`config.mk`:
```
export PLATFORM = sky130hd
export DESIGN_NAME = fixed4_col_sequencer
export DESIGN_NICKNAME = d
export VERILOG_FILES = /design/src/rtl/fixed4_col_sequencer.sv
export SDC_FILE = /design/constraint.sdc
export NUM_CORES = 1
export LEC_CHECK = 0
export ABC_CLOCK_PERIOD_IN_PS = 5800
export CAP_MARGIN = 25
export CORE_ASPECT_RATIO = 0.9
export CORE_MARGIN = 3
export CORE_UTILIZATION = 46
export CTS_CLUSTER_DIAMETER = 120
export DETAILED_ROUTE_END_ITERATION = 10
export GPL_TIMING_DRIVEN = 0
export PLACE_DENSITY_LB_ADDON = 0.05
export SLEW_MARGIN = 20
export SYNTH_ARGS = -nofsm -noshare
export SYNTH_HDL_FRONTEND = slang
export SYNTH_SLANG_ARGS = --single-unit
```
`constraint.sdc`:
```
create_clock -name clk -period 5.8 [get_ports clk]
set_clock_uncertainty 0.05 [all_clocks]
set_input_delay 1.16 -clock clk [delete_from_list [all_inputs] [get_ports clk]]
set_output_delay 1.16 -clock clk [all_outputs]
set_load 0.01 [all_outputs]
```
`src/rtl/fixed4_col_sequencer.sv`:
```
// ---------------------------------------------------------------------------
// fixed4_col_sequencer
//
// Purpose: sequences one accumulation job through an external fixed-4 MAC
// datapath. A job is started from IDLE with a beat count and two sign flags.
// Each accepted operand beat is forwarded to the datapath together with the
// running accumulator. The combinational result is captured back into the
// accumulator. After the last beat, the result is held on out_psum until the
// consumer accepts it.
//
// Ports:
//   clk, rst_n             clock, asynchronous active-low reset
//   cfg_start, cfg_len     job start request and beat count (1..255)
//   cfg_s_in, cfg_s_weight signed-mode flags for activations / weights
//   cfg_err                one-cycle pulse when a start with cfg_len=0 is rejected
//   busy                   high whenever the sequencer is not IDLE
//   in_valid/in_ready      operand stream handshake
//   in_act, in_wgt         two packed 4-bit lanes per byte
//   dp_in, dp_weight       operand drive to the MAC datapath
//   dp_s_in, dp_s_weight   sign flags to the MAC datapath (latched per job)
//   dp_psum_in             running accumulator to the MAC datapath
//   dp_psum_fwd            combinational MAC result from the datapath
//   out_valid/out_ready    result handshake
//   out_psum               final accumulated result
//   beat_cnt               beats consumed in the current or last job
// ---------------------------------------------------------------------------
module fixed4_col_sequencer #(
   parameter int COL_WIDTH = 11,
   parameter int PW        = 2 * COL_WIDTH
) (
   input  logic          clk,
   input  logic          rst_n,
   input  logic          cfg_start,
   input  logic [7:0]    cfg_len,
   input  logic          cfg_s_in,
   input  logic          cfg_s_weight,
   output logic          cfg_err,
   output logic          busy,
   input  logic          in_valid,
   output logic          in_ready,
   input  logic [7:0]    in_act,
   input  logic [7:0]    in_wgt,
   output logic [7:0]    dp_in,
   output logic [7:0]    dp_weight,
   output logic          dp_s_in,
   output logic          dp_s_weight,
   output logic [PW-1:0] dp_psum_in,
   input  logic [PW-1:0] dp_psum_fwd,
   output logic          out_valid,
   input  logic          out_ready,
   output logic [PW-1:0] out_psum,
   output logic [7:0]    beat_cnt
);

   typedef enum logic [1:0] {
      S_IDLE = 2'd0,
      S_RUN  = 2'd1,
      S_HOLD = 2'd2
   } state_t;

   state_t        r_state;
   logic [7:0]    r_len;
   logic          r_s_in;
   logic          r_s_wgt;
   logic [PW-1:0] r_acc;
   logic [7:0]    r_beat_cnt;
   logic [PW-1:0] r_out_psum;
   logic          r_out_valid;
   logic          r_cfg_err;
   logic          r_busy;
   logic          r_in_ready;

   logic [7:0]    w_cnt_next;
   logic          w_beat;

   // Beat qualification and next count; in_ready is only ever set in RUN.
   assign w_cnt_next = r_beat_cnt + 8'd1;
   assign w_beat     = in_valid & r_in_ready;

   // Datapath drive: operands pass straight through, accumulator feeds back.
   assign dp_in       = in_act;
   assign dp_weight   = in_wgt;
   assign dp_s_in     = r_s_in;
   assign dp_s_weight = r_s_wgt;
   assign dp_psum_in  = r_acc;

   assign cfg_err   = r_cfg_err;
   assign busy      = r_busy;
   assign in_ready  = r_in_ready;
   assign out_valid = r_out_valid;
   assign out_psum  = r_out_psum;
   assign beat_cnt  = r_beat_cnt;

   // Job sequencer FSM with registered status/handshake outputs.
   always_ff @(posedge clk or negedge rst_n) begin
      if (!rst_n) begin
         r_state     <= S_IDLE;
         r_len       <= 8'd0;
         r_s_in      <= 1'b0;
         r_s_wgt     <= 1'b0;
         r_acc       <= '0;
         r_beat_cnt  <= 8'd0;
         r_out_psum  <= '0;
         r_out_valid <= 1'b0;
         r_cfg_err   <= 1'b0;
         r_busy      <= 1'b0;
         r_in_ready  <= 1'b0;
      end else begin
         // cfg_err is a single-cycle pulse unless re-armed below.
         r_cfg_err <= 1'b0;
         case (r_state)
            S_IDLE: begin
               if (cfg_start) begin
                  if (cfg_len != 8'd0) begin
                     r_len      <= cfg_len;
                     r_s_in     <= cfg_s_in;
                     r_s_wgt    <= cfg_s_weight;
                     r_acc      <= '0;
                     r_beat_cnt <= 8'd0;
                     r_busy     <= 1'b1;
                     r_in_ready <= 1'b1;
                     r_state    <= S_RUN;
                  end else begin
                     r_cfg_err <= 1'b1;
                  end
               end
            end
            S_RUN: begin
               if (w_beat) begin
                  r_acc      <= dp_psum_fwd;
                  r_beat_cnt <= w_cnt_next;
                  // Last beat: the result goes out on the very same edge.
                  if (w_cnt_next == r_len) begin
                     r_out_psum  <= dp_psum_fwd;
                     r_out_valid <= 1'b1;
                     r_in_ready  <= 1'b0;
                     r_state     <= S_HOLD;
                  end
               end
            end
            S_HOLD: begin
               // cfg_start is deliberately not looked at here, even on the
               // handshake cycle; a new job must be requested from IDLE.
               if (out_ready) begin
                  r_out_valid <= 1'b0;
                  r_busy      <= 1'b0;
                  r_state     <= S_IDLE;
               end
            end
            default: begin
               r_out_valid <= 1'b0;
               r_busy      <= 1'b0;
               r_in_ready  <= 1'b0;
               r_state     <= S_IDLE;
            end
         endcase
      end
   end

endmodule

```
Word-level counts from Yosys, hierarchy flattened --
Index checks and enable logic that the tools add are counted. W data, S select, Z words.
Storage, ports and cells: register bits 68
Operators by class: add/sub/neg operators 1, eq/ne operators 8, mux-type cells 27, bitwise operators 4, reductions and logical operators 10
Operators with widths (count):
- $mux W22 | 3
- $pmux W22 S2 | 1
- $mux W8 | 3
- $pmux W8 S2 | 1
- $reduce_and A4 Y1 | 3
- $mux W1 | 10
- $mux W2 | 5
- $ne A2 B2 Y1 const B | 5
- $reduce_and A5 Y1 | 2
- $pmux W1 S3 | 3
- $add A8 B1 Y8 const B | 1
- $eq A8 B8 Y1 | 1
- $reduce_bool A8 Y1 | 1
- $pmux W2 S3 | 1
- $reduce_and A3 Y1 | 2
- $not A1 Y1 | 3
- $eq A2 B1 Y1 const B | 1
- $eq A2 B2 Y1 const B | 1
- $logic_not A2 Y1 | 1
- $reduce_bool A2 Y1 | 1
- $and A1 B1 Y1 | 1

Longest topological paths before layout --
Gate-level depths: netlist of run 1.
depth in word-level cells 5, mapped depth 7

Worst setup path before layout of run 1 --
OpenSTA, ideal clock, no wires.
path type input to register, start in in_valid, end reg r_out_psum[0], in the netlist out_psum[0], arrival time 2.549 ns, data required time 5.625 ns, path slack 3.076 ns, stages 5, path buffers 1, cell sequence and3_2 > or2b_2 > nor4_4 > buf_6 > mux2_4
On the way: longest elaborated chain between the ends 2
RTL lines:
- start: declaration | RTL line 39 | input logic in_valid,
- $and A1 B1 Y1 | RTL line 78 | assign w_beat = in_valid & r_in_ready;
- $reduce_and A3 Y1 (no line)
- end signal: assignment | RTL line 134 | r_out_psum <= dp_psum_fwd;
- end: declaration | RTL line 67 | logic [PW-1:0] r_out_psum;
No other way between the ends. A chain may end at the register's enable or synchronous reset.

Final worst setup path of run 1 --
start in cfg_len[1], end reg r_acc[18], in the netlist dp_psum_in[18]
On the way: longest elaborated chain between the ends 3
RTL lines:
- start: declaration | RTL line 34 | input logic [7:0] cfg_len,
- $reduce_bool A8 Y1 | RTL line 114 | if (cfg_len != 8'd0) begin
- $ne A2 B2 Y1 (no line)
- $reduce_and A4 Y1 (no line)
- end signal: assignment | RTL line 130 | r_acc <= dp_psum_fwd;
- end: declaration | RTL line 65 | logic [PW-1:0] r_acc;
No other way between the ends.

==> metrics.md, run 1 <==
| Metric | Value |
|---|---|
| Antenna violations before repair | `0` |
| Hold-critical path endpoint | `out_valid` |
| Path class of the lowest-slack min-delay path | `register to register` |
| Number of setup violations in the final report | `0` |
| Num ports | `127` |
| Bufs on Longest Clock Path | `2` |
| Distinct cell type count of the synthesized netlist | `42` |
| Via count | `2353` |
| Seq cells post-synth | `68` |
| Worst reg2reg path endpoint | `out_psum[12]` |
| Syn Area/Cell | `12.99 µm²` |
| Number of enable-type register cells in the synthesized netlist | `0` |
| Level count of the clock H-tree | `3` |
| Cts hold-fix bufs | `0` |
| Most common library cells after synthesis | `68 x sky130_fd_sc_hd__dfrtp_1, 23 x sky130_fd_sc_hd__a22o_1, 20 x sky130_fd_sc_hd__mux2_4, 17 x sky130_fd_sc_hd__buf_4` |
| Number of fill cells in the layout | `479` |
| Kind of launch point of the worst setup path | `primary input` |
| Final max-slew violation count | `0` |
| Slowest-stage cell, CP | `sky130_fd_sc_hd__nor4_1` |
| Synthesized netlist cell count | `239` |
| Die W | `92.61 µm` |
| Setup repair after global routing missed its margin | `false` |
| CP arrival | `3.54 ns` |
| First-pass GRT wire length | `12540 µm` |
| Hold Crit Depth | `2` |
| Buf/Inv on CP | `3` |
| Share of async-settable or async-resettable flops after synthesis | `100.0%` |
| Period utilization | `57.44%` |
| Input/output buffers | `110` |
| Yosys warnings | `0` |
| CTS Root Buffer Type | `sky130_fd_sc_hd__clkbuf_8` |
| Count of routing violations after the opening detailed-route iteration | `93` |
| Count of buffers added by post-CTS timing repair for setup | `0` |
| Total number of cells along the worst setup path | `7` |
| Pin count of the biggest net entering global routing | `47` |
| Ratio of total power to cell area | `451.3 nW/µm²` |
| Post-DRT Antenna Nets | `0` |
| Register-to-register setup slack | `3.05 ns` |
| Share of layout cells above drive strength 1 | `22.13%` |
| Via-per-instance ratio | `5.194` |
| Num CTS Buffers | `9` |
| Sum of negative setup slack | `0 ns` |
| Area contributors post-synth | `sky130_fd_sc_hd__dfrtp_1 55%, sky130_fd_sc_hd__mux2_4 9.7%, sky130_fd_sc_hd__a22o_1 6.5%` |
| Routed WL | `7544 µm` |
| Die boundary height | `83.95 µm` |
| Remaining routing DRC violations | `0` |
| Time the final worst path needs with I/O delays and setup | `3.331 ns` |
| Area of the core region | `6317 µm²` |
| Depth of the worst register-to-register path | `7` |
| Proportion of synthesized chip area in sequential cells | `54.79%` |
| Cell repeated most along the worst path | `sky130_fd_sc_hd__buf_2` |
| Required @ worst endpoint | `6.01 ns` |
| Max-slew headroom | `38.51%` |
| Max-cap violations | `0` |
| Pre-CTS WS | `2.177 ns` |
| Routed wire per std cell | `16.65 µm` |
| Final RePlAce weighted congestion | `0.7142` |
| Sort of element at the end of the critical path | `register` |
| Status | `complete, no violations` |
| Cell family contributing the most delay on the critical path | `buffers and inverters` |
| Worst-Margin Slew | `0.9140 ns` |
| Reg-to-reg startpoint | `beat_cnt[0]` |
| Dominant register cell in the synthesized netlist | `sky130_fd_sc_hd__dfrtp_1` |
| Number of sinks handled by clock tree synthesis | `68` |
| Library cell with the highest instance count after synthesis | `sky130_fd_sc_hd__dfrtp_1` |
| CP max FO | `10` |
| TritonCTS clock tree | `done` |
| Total count of hold-check failures in the final report | `0` |
| Post-CTS sizing | `0` |
| Initial cell density of the core | `49.16%` |
| Global route total overflow | `0` |
| Highest achievable clock rate | `300.2 MHz` |
| Maximum VDD drop | `0.2654 mV` |
| Area taken by flip-flops and latches | `1702 µm²` |
| Area of the multi-input gates | `1184 µm²` |
| Synthesized Nets | `293` |
| Detailed-placement wirelength estimate | `5485 µm` |
| Skew-Pair Late Insertion Delay | `0.32 ns` |
| Netlist area before placement | `3105 µm²` |
| Leakage | `0.001973 µW` |
| Area overhead of the layout relative to synthesis | `45.57%` |
| Number of iterations in the first detailed-routing pass | `4` |
| CTS clk-pin slew, worst paths | `0.07 ns` |
| Row count | `27` |
| Total die area | `7775 µm²` |
| Area leader, netlist | `sky130_fd_sc_hd__dfrtp_1` |
| Crit path setup slack, layout | `2.469 ns` |
| Crit Path Class | `primary input to register` |
| Vias in the first global route | `2476` |
| Total routing resource utilization after global routing | `20.27%` |
| CP max stage delay | `0.80 ns` |
| Ant. Diodes | `0` |
| Post-synth top area share | `54.79%` |
| Net count reported at finish | `415` |
| Hold path startpoint | `out_valid` |
| Cell-by-cell listing of the critical path | `clkdlybuf4s50_1, nor4_1, a211oi_1, o21bai_1, buf_2, buf_2, a22o_1` |
final cells by class:
cell class / count / area share, %
Clock inverter: 3 / 0.4705
Buffer: 28 / 4.456
Inverter: 5 / 0.4152
Clock buffer: 13 / 3.515
Tap cell: 87 / 2.408
Timing Repair Buffer: 111 / 24.91
Multi-Input combinational cell: 138 / 26.18
Sequential cell: 68 / 37.64
worst max-delay path by stage:
stage	end	from	slack, ns
5_1_grt	beat_cnt[0]	cfg_len[0]	2.32
2_1_floorplan	out_psum[0]	in_valid	3.08
4_1_cts	dp_psum_in[18]	cfg_len[0]	2.52
3_5_place_dp	dp_psum_in[5]	cfg_len[0]	2.18
6_report	dp_psum_in[18]	cfg_len[1]	2.47
3_3_place_gp	dp_psum_in[7]	rst_n	1.22
worst register-to-register path, cell delays in order, from the launching register on:
cell and delay [ns]:
sky130_fd_sc_hd__dfrtp_1 0.47, sky130_fd_sc_hd__ha_1 0.33, sky130_fd_sc_hd__xor2_1 0.19, sky130_fd_sc_hd__o2111ai_1 0.21, sky130_fd_sc_hd__o2111ai_2 0.25, sky130_fd_sc_hd__nor4_4 0.56, sky130_fd_sc_hd__buf_6 0.26, sky130_fd_sc_hd__mux2_4 0.32
state kept, by name, indices dropped and copies added (netlist names), 2 cells and up:
register,count
dp_psum_in,22
r_len,8
r_state,2
out_psum,22
beat_cnt,8
routing by layer:
| metal | GRT usage (%) | share of wire [%] | up-vias |
|---|---|---|---|
| met1 | 26.07 | 44 | 1156 |
| met4 | 4.794 | 0.23 | 0 |
| met3 | 5.861 | 7.4 | 2 |
| met5 | 0 | 0 | - |
| li1 | - | - | 1099 |
| met2 | 33.86 | 49 | 96 |
metrics by stage:
stage | hold slack, ns | utilization (%) | instances | instance area [µm²] | power, µW
2_1_floorplan | 0.4508 | - | 239 | 3105 | 1238
3_3_place_gp | 0.4146 | 68.31 | 436 | 4315 | 1674
3_5_place_dp | 0.4206 | 68.71 | 437 | 4340 | 1697
4_1_cts | 0.4381 | 71.56 | 453 | 4521 | 2063
5_1_grt | 0.4733 | 71.56 | 453 | 4521 | 2172
6_report | 0.4349 | 71.56 | 453 | 4521 | 2040
cell usage in the layout (no fill, tap or decap), types with 2 or more instances in the layout:
cell                              Yosys  final
sky130_fd_sc_hd__o31ai_1              3      3
sky130_fd_sc_hd__a21oi_1              2      2
sky130_fd_sc_hd__xnor2_1              5      5
sky130_fd_sc_hd__mux2_4              20     20
sky130_fd_sc_hd__dfrtp_1             68     68
sky130_fd_sc_hd__nand4_1              2      2
sky130_fd_sc_hd__nand3_1              2      2
sky130_fd_sc_hd__clkbuf_1             5      7
sky130_fd_sc_hd__nand2_1              9      9
sky130_fd_sc_hd__xor2_1               4      4
sky130_fd_sc_hd__or3_1                3      3
sky130_fd_sc_hd__inv_1                5      5
sky130_fd_sc_hd__nor3_1               2      2
sky130_fd_sc_hd__a22o_1              23     23
sky130_fd_sc_hd__buf_2                2      2
sky130_fd_sc_hd__o41ai_1              2      2
sky130_fd_sc_hd__nand3_2              2      2
sky130_fd_sc_hd__buf_4               17     18
sky130_fd_sc_hd__clkdlybuf4s50_1      0    109
sky130_fd_sc_hd__mux2_2              12     12
sky130_fd_sc_hd__o21ai_0             12     12
sky130_fd_sc_hd__buf_6                4      4
sky130_fd_sc_hd__and3_2               2      2
sky130_fd_sc_hd__clkbuf_8             0     11
sky130_fd_sc_hd__nor4_1               4      4
sky130_fd_sc_hd__nor2_1              11     11
kinds of logic (layout without fill, tap and decap cells):
family / after synthesis / after routing / synth area share [%]
xor gates and xnor gates: 9 / 9 / 2.538
and+or+nand+nor: 44 / 44 / 8.260
buffers and inverters: 33 / 160 / 7.091
AOI/OAI and AO/OA: 52 / 52 / 12.89
adders and majority gates: 1 / 1 / 0.4028
muxes: 32 / 32 / 14.02
DFF: 68 / 68 / 54.79
power by group:
part / total, µW / switching [µW] / internal (µW)
clock: 353 / 174 / 179
sequential: 781 / 127 / 655
combinational: 906 / 374 / 532
Power figures use the tool's default switching activity.
==> run 2, diff against run 1 <==
--- a/config.mk
+++ b/config.mk
@@ -5,11 +5,11 @@
 export SDC_FILE = /design/constraint.sdc
 export NUM_CORES = 1
 export LEC_CHECK = 0
-export ABC_CLOCK_PERIOD_IN_PS = 5800
+export ABC_CLOCK_PERIOD_IN_PS = 3100
 export CAP_MARGIN = 25
 export CORE_ASPECT_RATIO = 0.9
 export CORE_MARGIN = 3
-export CORE_UTILIZATION = 46
+export CORE_UTILIZATION = 43
 export CTS_CLUSTER_DIAMETER = 120
 export DETAILED_ROUTE_END_ITERATION = 10
 export GPL_TIMING_DRIVEN = 0
==> constraint.sdc (replaced) <==
create_clock -name clk -period 3.1 [get_ports clk]
set_clock_uncertainty 0.05 [all_clocks]
set_input_delay 0.62 -clock clk [delete_from_list [all_inputs] [get_ports clk]]
set_output_delay 0.62 -clock clk [all_outputs]
set_load 0.01 [all_outputs]
==> metrics.md, run 2 (same netlist as run 1, synthesis figures left out) <==
| Metric | Value |
|---|---|
| Status | `complete, no violations` |
| Total count of hold-check failures in the final report | `0 (unchanged)` |
| Count of routing violations after the opening detailed-route iteration | `62 (-33%)` |
| CP max stage delay | `0.75 ns (-0.05 ns)` |
| Row count | `28 (+3.7%)` |
| Sort of element at the end of the critical path | `register` |
| Total die area | `8279 µm² (+6.5%)` |
| Number of sinks handled by clock tree synthesis | `68 (unchanged)` |
| Sw Pwr | `1260 µW (+87%)` |
| Crit Path Class | `primary input to register` |
| Via count | `2328 (-1.1%)` |
| Comb pwr share | `42.6% (-1.8 points)` |
| Via-per-instance ratio | `5.105 (-1.7%)` |
| CP max FO | `10 (unchanged)` |
| Level count of the clock H-tree | `3 (unchanged)` |
| Cts hold-fix bufs | `0 (unchanged)` |
| Routed WL | `7292 µm (-3.3%)` |
| Worst-Margin Slew | `0.8380 ns (-0.07601 ns)` |
| Post-DRT Antenna Nets | `0 (unchanged)` |
| Net count reported at finish | `415 (unchanged)` |
| Reg-to-reg startpoint | `beat_cnt[0]` |
| Leakage | `0.001996 µW (+1.2%)` |
| Antenna violations before repair | `0 (unchanged)` |
| Num ports | `127 (unchanged)` |
| Num CTS Buffers | `9 (unchanged)` |
| Die boundary height | `86.62 µm (+3.2%)` |
| Post-Route Hold Slack | `0.09369 ns (-0.3412 ns)` |
| Number of iterations in the first detailed-routing pass | `4 (unchanged)` |
| Area of the core region | `6797 µm² (+7.6%)` |
| Depth of the worst register-to-register path | `7 (unchanged)` |
| CP arrival | `2.93 ns (-0.61 ns)` |
| Kind of launch point of the worst setup path | `primary input` |
| Count of buffers added by post-CTS timing repair for setup | `0 (unchanged)` |
| Ant. Diodes | `0 (unchanged)` |
| Commonest cells after routing, fill and taps aside | `109 x sky130_fd_sc_hd__clkdlybuf4s50_1, 68 x sky130_fd_sc_hd__dfrtp_1, 23 x sky130_fd_sc_hd__a22o_1` |
| Number of setup violations in the final report | `0 (unchanged)` |
| Max-slew headroom | `43.62% (+5.1 points)` |
| Maximum VDD drop | `0.5405 mV (+100%)` |
| TritonCTS clock tree | `done` |
| Global route total overflow | `0 (unchanged)` |
| Share of power burned in registers | `36.9% (-1.4 points)` |
| Buf/Inv on CP | `3 (unchanged)` |
| Total power draw | `3955 µW (+94%)` |
| Final RePlAce weighted congestion | `0.7510 (+5.2%)` |
| Post-CTS sizing | `0 (unchanged)` |
| Slowest-stage cell, CP | `sky130_fd_sc_hd__nor4_1` |
| Cell-by-cell listing of the critical path | `clkdlybuf4s50_1, nor4_1, a211oi_1, o21bai_1, buf_2, buf_2, nand2_1, o21ai_0` |
| Setup repair after global routing missed its margin | `false` |
| CTS clk-pin slew, worst paths | `0.08 ns (about the same)` |
| Placed cell areas | `4344 µm² (about the same)` |
| Total routing resource utilization after global routing | `18.36% (-1.9 points)` |
| Path class of the lowest-slack min-delay path | `primary input to async pin` |
| Bufs on Longest Clock Path | `2 (unchanged)` |
| Dpl cells | `440 (+0.69%)` |
| Max-cap violations | `0 (unchanged)` |
| Ratio of total power to cell area | `865.7 nW/µm² (+92%)` |
| Share of layout cells above drive strength 1 | `22.68% (+0.55 points)` |
| Cell family contributing the most delay on the critical path | `buffers and inverters` |
| Final Cell Area | `4568 µm² (+1.1%)` |
| Period utilization | `88.10%` |
| Register-to-register setup slack | `0.38 ns (-2.67 ns)` |
| Vias in the first global route | `2345 (-5.3%)` |
| Cell repeated most along the worst path | `sky130_fd_sc_hd__buf_2` |
| Initial cell density of the core | `45.69% (-3.5 points)` |
| First-pass GRT wire length | `11770 µm (-6.1%)` |
| Skew-Pair Late Insertion Delay | `0.33 ns (about the same)` |
| Count of placed standard cells in the final layout, fillers left out | `456 (+0.66%)` |
| P_int | `2695 µW (+97%)` |
| Leading cell type in the layout, fill and taps excluded | `sky130_fd_sc_hd__clkdlybuf4s50_1` |
| Switching share of power | `31.86% (-1.2 points)` |
| CTS Root Buffer Type | `sky130_fd_sc_hd__clkbuf_8` |
| Remaining routing DRC violations | `0 (unchanged)` |
| Part of the power in the clock network | `20.5% (+3.2 points)` |
| Final max-slew violation count | `0 (unchanged)` |
| Area overhead of the layout relative to synthesis | `47.10%` |
| Pin count of the biggest net entering global routing | `54 (+15%)` |
| Input/output buffers | `110 (unchanged)` |
| Die W | `95.58 µm (+3.2%)` |
| Required @ worst endpoint | `3.30 ns (-2.71 ns)` |
| Time the final worst path needs with I/O delays and setup | `2.731 ns` |
| Number of fill cells in the layout | `536 (+12%)` |
| Detailed-placement wirelength estimate | `5369 µm (-2.1%)` |
| Worst reg2reg path endpoint | `out_psum[3]` |
| Highest achievable clock rate | `366.2 MHz` |
| Routed wire per std cell | `15.99 µm (-4.0%)` |
==> run 2: metal layers <==
| layer | up-vias | track usage [%] | part of all wire (%) |
|---|---|---|---|
| met4 | 0 | 4.651 | 0.59 |
| met2 | 83 | 28.22 | 47 |
| met3 | 6 | 5.295 | 7.2 |
| li1 | 1100 | - | - |
| met1 | 1139 | 25.62 | 45 |
| met5 | - | 0 | 0 |
==> run 2: how the worst max path moves through the flow <==
| stage | end | slack (ns) | from | cells after the start |
|---|---|---|---|---|
| 6_report | beat_cnt[0] | 0.37 | cfg_len[1] | 8 |
| 5_1_grt | beat_cnt[0] | 0.06 | cfg_len[1] | 8 |
| 4_1_cts | dp_psum_in[16] | 0.32 | cfg_len[1] | 7 |
| 3_5_place_dp | beat_cnt[0] | -0.04 | cfg_len[1] | 8 |
| 3_3_place_gp | out_psum[3] | -0.95 | rst_n | 1 |
| 2_1_floorplan | out_psum[0] | 0.67 | beat_cnt[0] | 7 |
==> run 2: cell type report <==
cell class,count,area [µm²],share of cell area [%]
multi-input combinational,138,1184,25.91
clock buffer,10,137.6,3.013
sequential,68,1702,37.25
inverter,5,18.77,0.4108
timing repair buffer,111,1126,24.65
buffer,28,201.4,4.410
tap,90,112.6,2.465
clock inverter,6,86.33,1.890
==> run 2: stage by stage <==
step / setup TNS (ns) / worst slack (ns) / utilization [%]
after CTS: 0 / 0.3221 / 67.21
after floorplan: 0 / 0.6671 / -
final: 0 / 0.3690 / 67.21
after global routing: 0 / 0.05744 / 67.21
after detailed placement: -0.1927 / -0.03629 / 63.92
after global placement: -64.56 / -0.9543 / 63.55
==> run 2: power groups by stage <==
stage | clock network [µW] | registers [µW] | logic (µW)
4_1_cts | 832 | 1460 | 1710
6_report | 811 | 1460 | 1680
3_5_place_dp | 0 | 1470 | 1710
3_3_place_gp | 0 | 1460 | 1670
2_1_floorplan | 0 | 1570 | 744
5_1_grt | 878 | 1510 | 1820
==> run 3, diff against run 2 <==
--- a/config.mk
+++ b/config.mk
@@ -7,7 +7,7 @@
 export LEC_CHECK = 0
 export ABC_CLOCK_PERIOD_IN_PS = 3100
 export CAP_MARGIN = 25
-export CORE_ASPECT_RATIO = 0.9
+export CORE_ASPECT_RATIO = 0.6
 export CORE_MARGIN = 3
 export CORE_UTILIZATION = 43
 export CTS_CLUSTER_DIAMETER = 120
==> metrics.md, run 3 (same netlist as run 1, synthesis figures left out) <==
| Metric | Value |
|---|---|
| Bufs on Longest Clock Path | `2 (unchanged)` |
| Via count | `2367 (+1.7%)` |
| Skew-Pair Late Insertion Delay | `0.33 ns (about the same)` |
| Time the final worst path needs with I/O delays and setup | `2.719 ns (-0.01247 ns)` |
| Detailed-placement wirelength estimate | `5869 µm (+9.3%)` |
| CP max stage delay | `0.51 ns (-0.24 ns)` |
| Via-per-instance ratio | `5.225 (+2.3%)` |
| Die boundary height | `71.83 µm (-17%)` |
| Total routing resource utilization after global routing | `20.06% (+1.7 points)` |
| Leading cell type in the layout, fill and taps excluded | `sky130_fd_sc_hd__clkdlybuf4s50_1` |
| Level count of the clock H-tree | `3 (unchanged)` |
| Post-DRT Antenna Nets | `0 (unchanged)` |
| Commonest cells after routing, fill and taps aside | `109 x sky130_fd_sc_hd__clkdlybuf4s50_1, 68 x sky130_fd_sc_hd__dfrtp_1, 23 x sky130_fd_sc_hd__a22o_1` |
| Post-Route Hold Slack | `0.09956 ns (+0.005874 ns)` |
| Die W | `115.7 µm (+21%)` |
| Ratio of total power to cell area | `931.1 nW/µm² (+7.6%)` |
| Input/output buffers | `110 (unchanged)` |
| Antenna violations before repair | `0 (unchanged)` |
| Area of the core region | `6849 µm² (+0.77%)` |
| Final max-slew violation count | `0 (unchanged)` |
| Period utilization | `87.70% (-0.40 points)` |
| Share of the core filled with cells | `68.49% (+1.3 points)` |
| Number of fill cells in the layout | `522 (-2.6%)` |
| Status | `complete, no violations` |
| Highest achievable clock rate | `367.8 MHz (+0.46%)` |
| Net count reported at finish | `415 (unchanged)` |
| Max-cap violations | `0 (unchanged)` |
| TritonCTS clock tree | `done` |
| Cell-by-cell listing of the critical path | `ha_1, xor2_1, o2111ai_1, o2111ai_2, nor4_4, buf_6, mux2_4` |
| Total count of hold-check failures in the final report | `0 (unchanged)` |
| CTS clk-pin slew, worst paths | `0.06 ns (-0.02 ns)` |
| Total die area | `8311 µm² (+0.38%)` |
| Count of buffers added by post-CTS timing repair for setup | `0 (unchanged)` |
| Area overhead of the layout relative to synthesis | `51.05%` |
| Final Cell Area | `4691 µm² (+2.7%)` |
| Num ports | `127 (unchanged)` |
| Global route total overflow | `0 (unchanged)` |
| Cts hold-fix bufs | `0 (unchanged)` |
| CP arrival | `2.89 ns (-0.04 ns)` |
| Vias in the first global route | `2287 (-2.5%)` |
| Post-CTS sizing | `0 (unchanged)` |
| Placed cell areas | `4340 µm² (about the same)` |
| Remaining routing DRC violations | `0 (unchanged)` |
| Row count | `23 (-18%)` |
| Kind of launch point of the worst setup path | `register` |
| Final RePlAce weighted congestion | `0.8233 (+9.6%)` |
| Slowest-stage cell, CP | `sky130_fd_sc_hd__nor4_4` |
| Number of setup violations in the final report | `0 (unchanged)` |
| Sort of element at the end of the critical path | `register` |
| First-pass GRT wire length | `12520 µm (+6.3%)` |
| Crit Path Class | `register to register` |
| Number of iterations in the first detailed-routing pass | `4 (unchanged)` |
| Count of routing violations after the opening detailed-route iteration | `115 (+85%)` |
| Routed wire per std cell | `17.47 µm (+9.2%)` |
| Num CTS Buffers | `9 (unchanged)` |
| CP max FO | `10 (unchanged)` |
| CTS Root Buffer Type | `sky130_fd_sc_hd__clkbuf_16` |
| Path class of the lowest-slack min-delay path | `primary input to async pin` |
| Worst-Margin Slew | `0.6817 ns (-0.1563 ns)` |
| Required @ worst endpoint | `3.27 ns (-0.03 ns)` |
| Total power draw | `4368 µW (+10%)` |
| Ant. Diodes | `0 (unchanged)` |
| Routed WL | `7914 µm (+8.5%)` |
| Max-slew headroom | `54.14% (+11 points)` |
| Number of sinks handled by clock tree synthesis | `68 (unchanged)` |
| Share of layout cells above drive strength 1 | `22.68% (unchanged)` |
| Initial cell density of the core | `45.34% (-0.35 points)` |
| Maximum VDD drop | `0.5753 mV (+6.4%)` |
| Setup repair after global routing missed its margin | `false` |
| Pin count of the biggest net entering global routing | `55 (+1.9%)` |
| Leakage | `0.002052 µW (+2.8%)` |
-- run 3: changes by cell type in the layout (fill, tap and decap cells not counted) --
cell,change
sky130_fd_sc_hd__clkbuf_16,+9
sky130_fd_sc_hd__inv_6,-1
sky130_fd_sc_hd__clkinv_4,+1
sky130_fd_sc_hd__bufinv_16,+1
sky130_fd_sc_hd__clkbuf_8,-9
sky130_fd_sc_hd__clkinv_2,-1
-- run 3: critical path, delay by kind of cell (launching register included) --
kind / cells / cell delay [ns]
compound gates: 2 / 0.44
simple gates: 1 / 0.51
mux: 1 / 0.32
buf+inv: 1 / 0.26
fa+ha+maj: 1 / 0.34
flops: 1 / 0.48
xor+xnor: 1 / 0.19
-- run 3: final cells by class --
class	count	area (µm²)	share of cell area [%]
Buffer	28	201.4	4.294
Clock buffer	10	239.0	5.095
Clock inverter	6	111.4	2.374
Inverter	5	18.77	0.4001
Multi-Input combinational cell	138	1184	25.23
Sequential cell	68	1702	36.28
Tap cell	87	108.9	2.321
Timing Repair Buffer	111	1126	24.01
-- run 3: worst paths after layout --
kind / from / endpoint / slack [ns] / cells past startpoint
worst min register to register: out_valid / out_valid / 0.43 / 2
min in group clk: out_valid / out_valid / 0.43 / 2
worst max-delay path: beat_cnt[0] / out_psum[14] / 0.38 / 7
max in group asynchronous: rst_n / dp_psum_in[9] / 2.38 / 2
worst min-delay path: rst_n / beat_cnt[7] / 0.1 / 1
worst max register to register: beat_cnt[0] / out_psum[14] / 0.38 / 7
-- run 3: report_power, final --
part / total, µW / internal [µW] / switching, µW
clock: 1190 / 807 / 386
combinational: 1690 / 995 / 696
sequential: 1480 / 1230 / 256
total: 4370 / 3030 / 1340
-- run 3: stage by stage --
step	TNS [ns]	cells	setup slack, ns
final	0	453	0.3814
after floorplan	0	239	0.6671
after global placement	-63.86	436	-0.9449
after CTS	0	453	0.3846
after global routing	0	453	0.2737
after detailed placement	0	437	0.1644
-- run 3: routing by layer --
metal	vias up	share of wire (%)	wire (µm)	GRT usage (%)
met5	-	0	0	0
met4	0	0.92	73	4.633
met3	7	9.5	752	9.536
met2	110	41	3279	25.83
met1	1148	48	3809	30.28
li1	1102	-	-	-
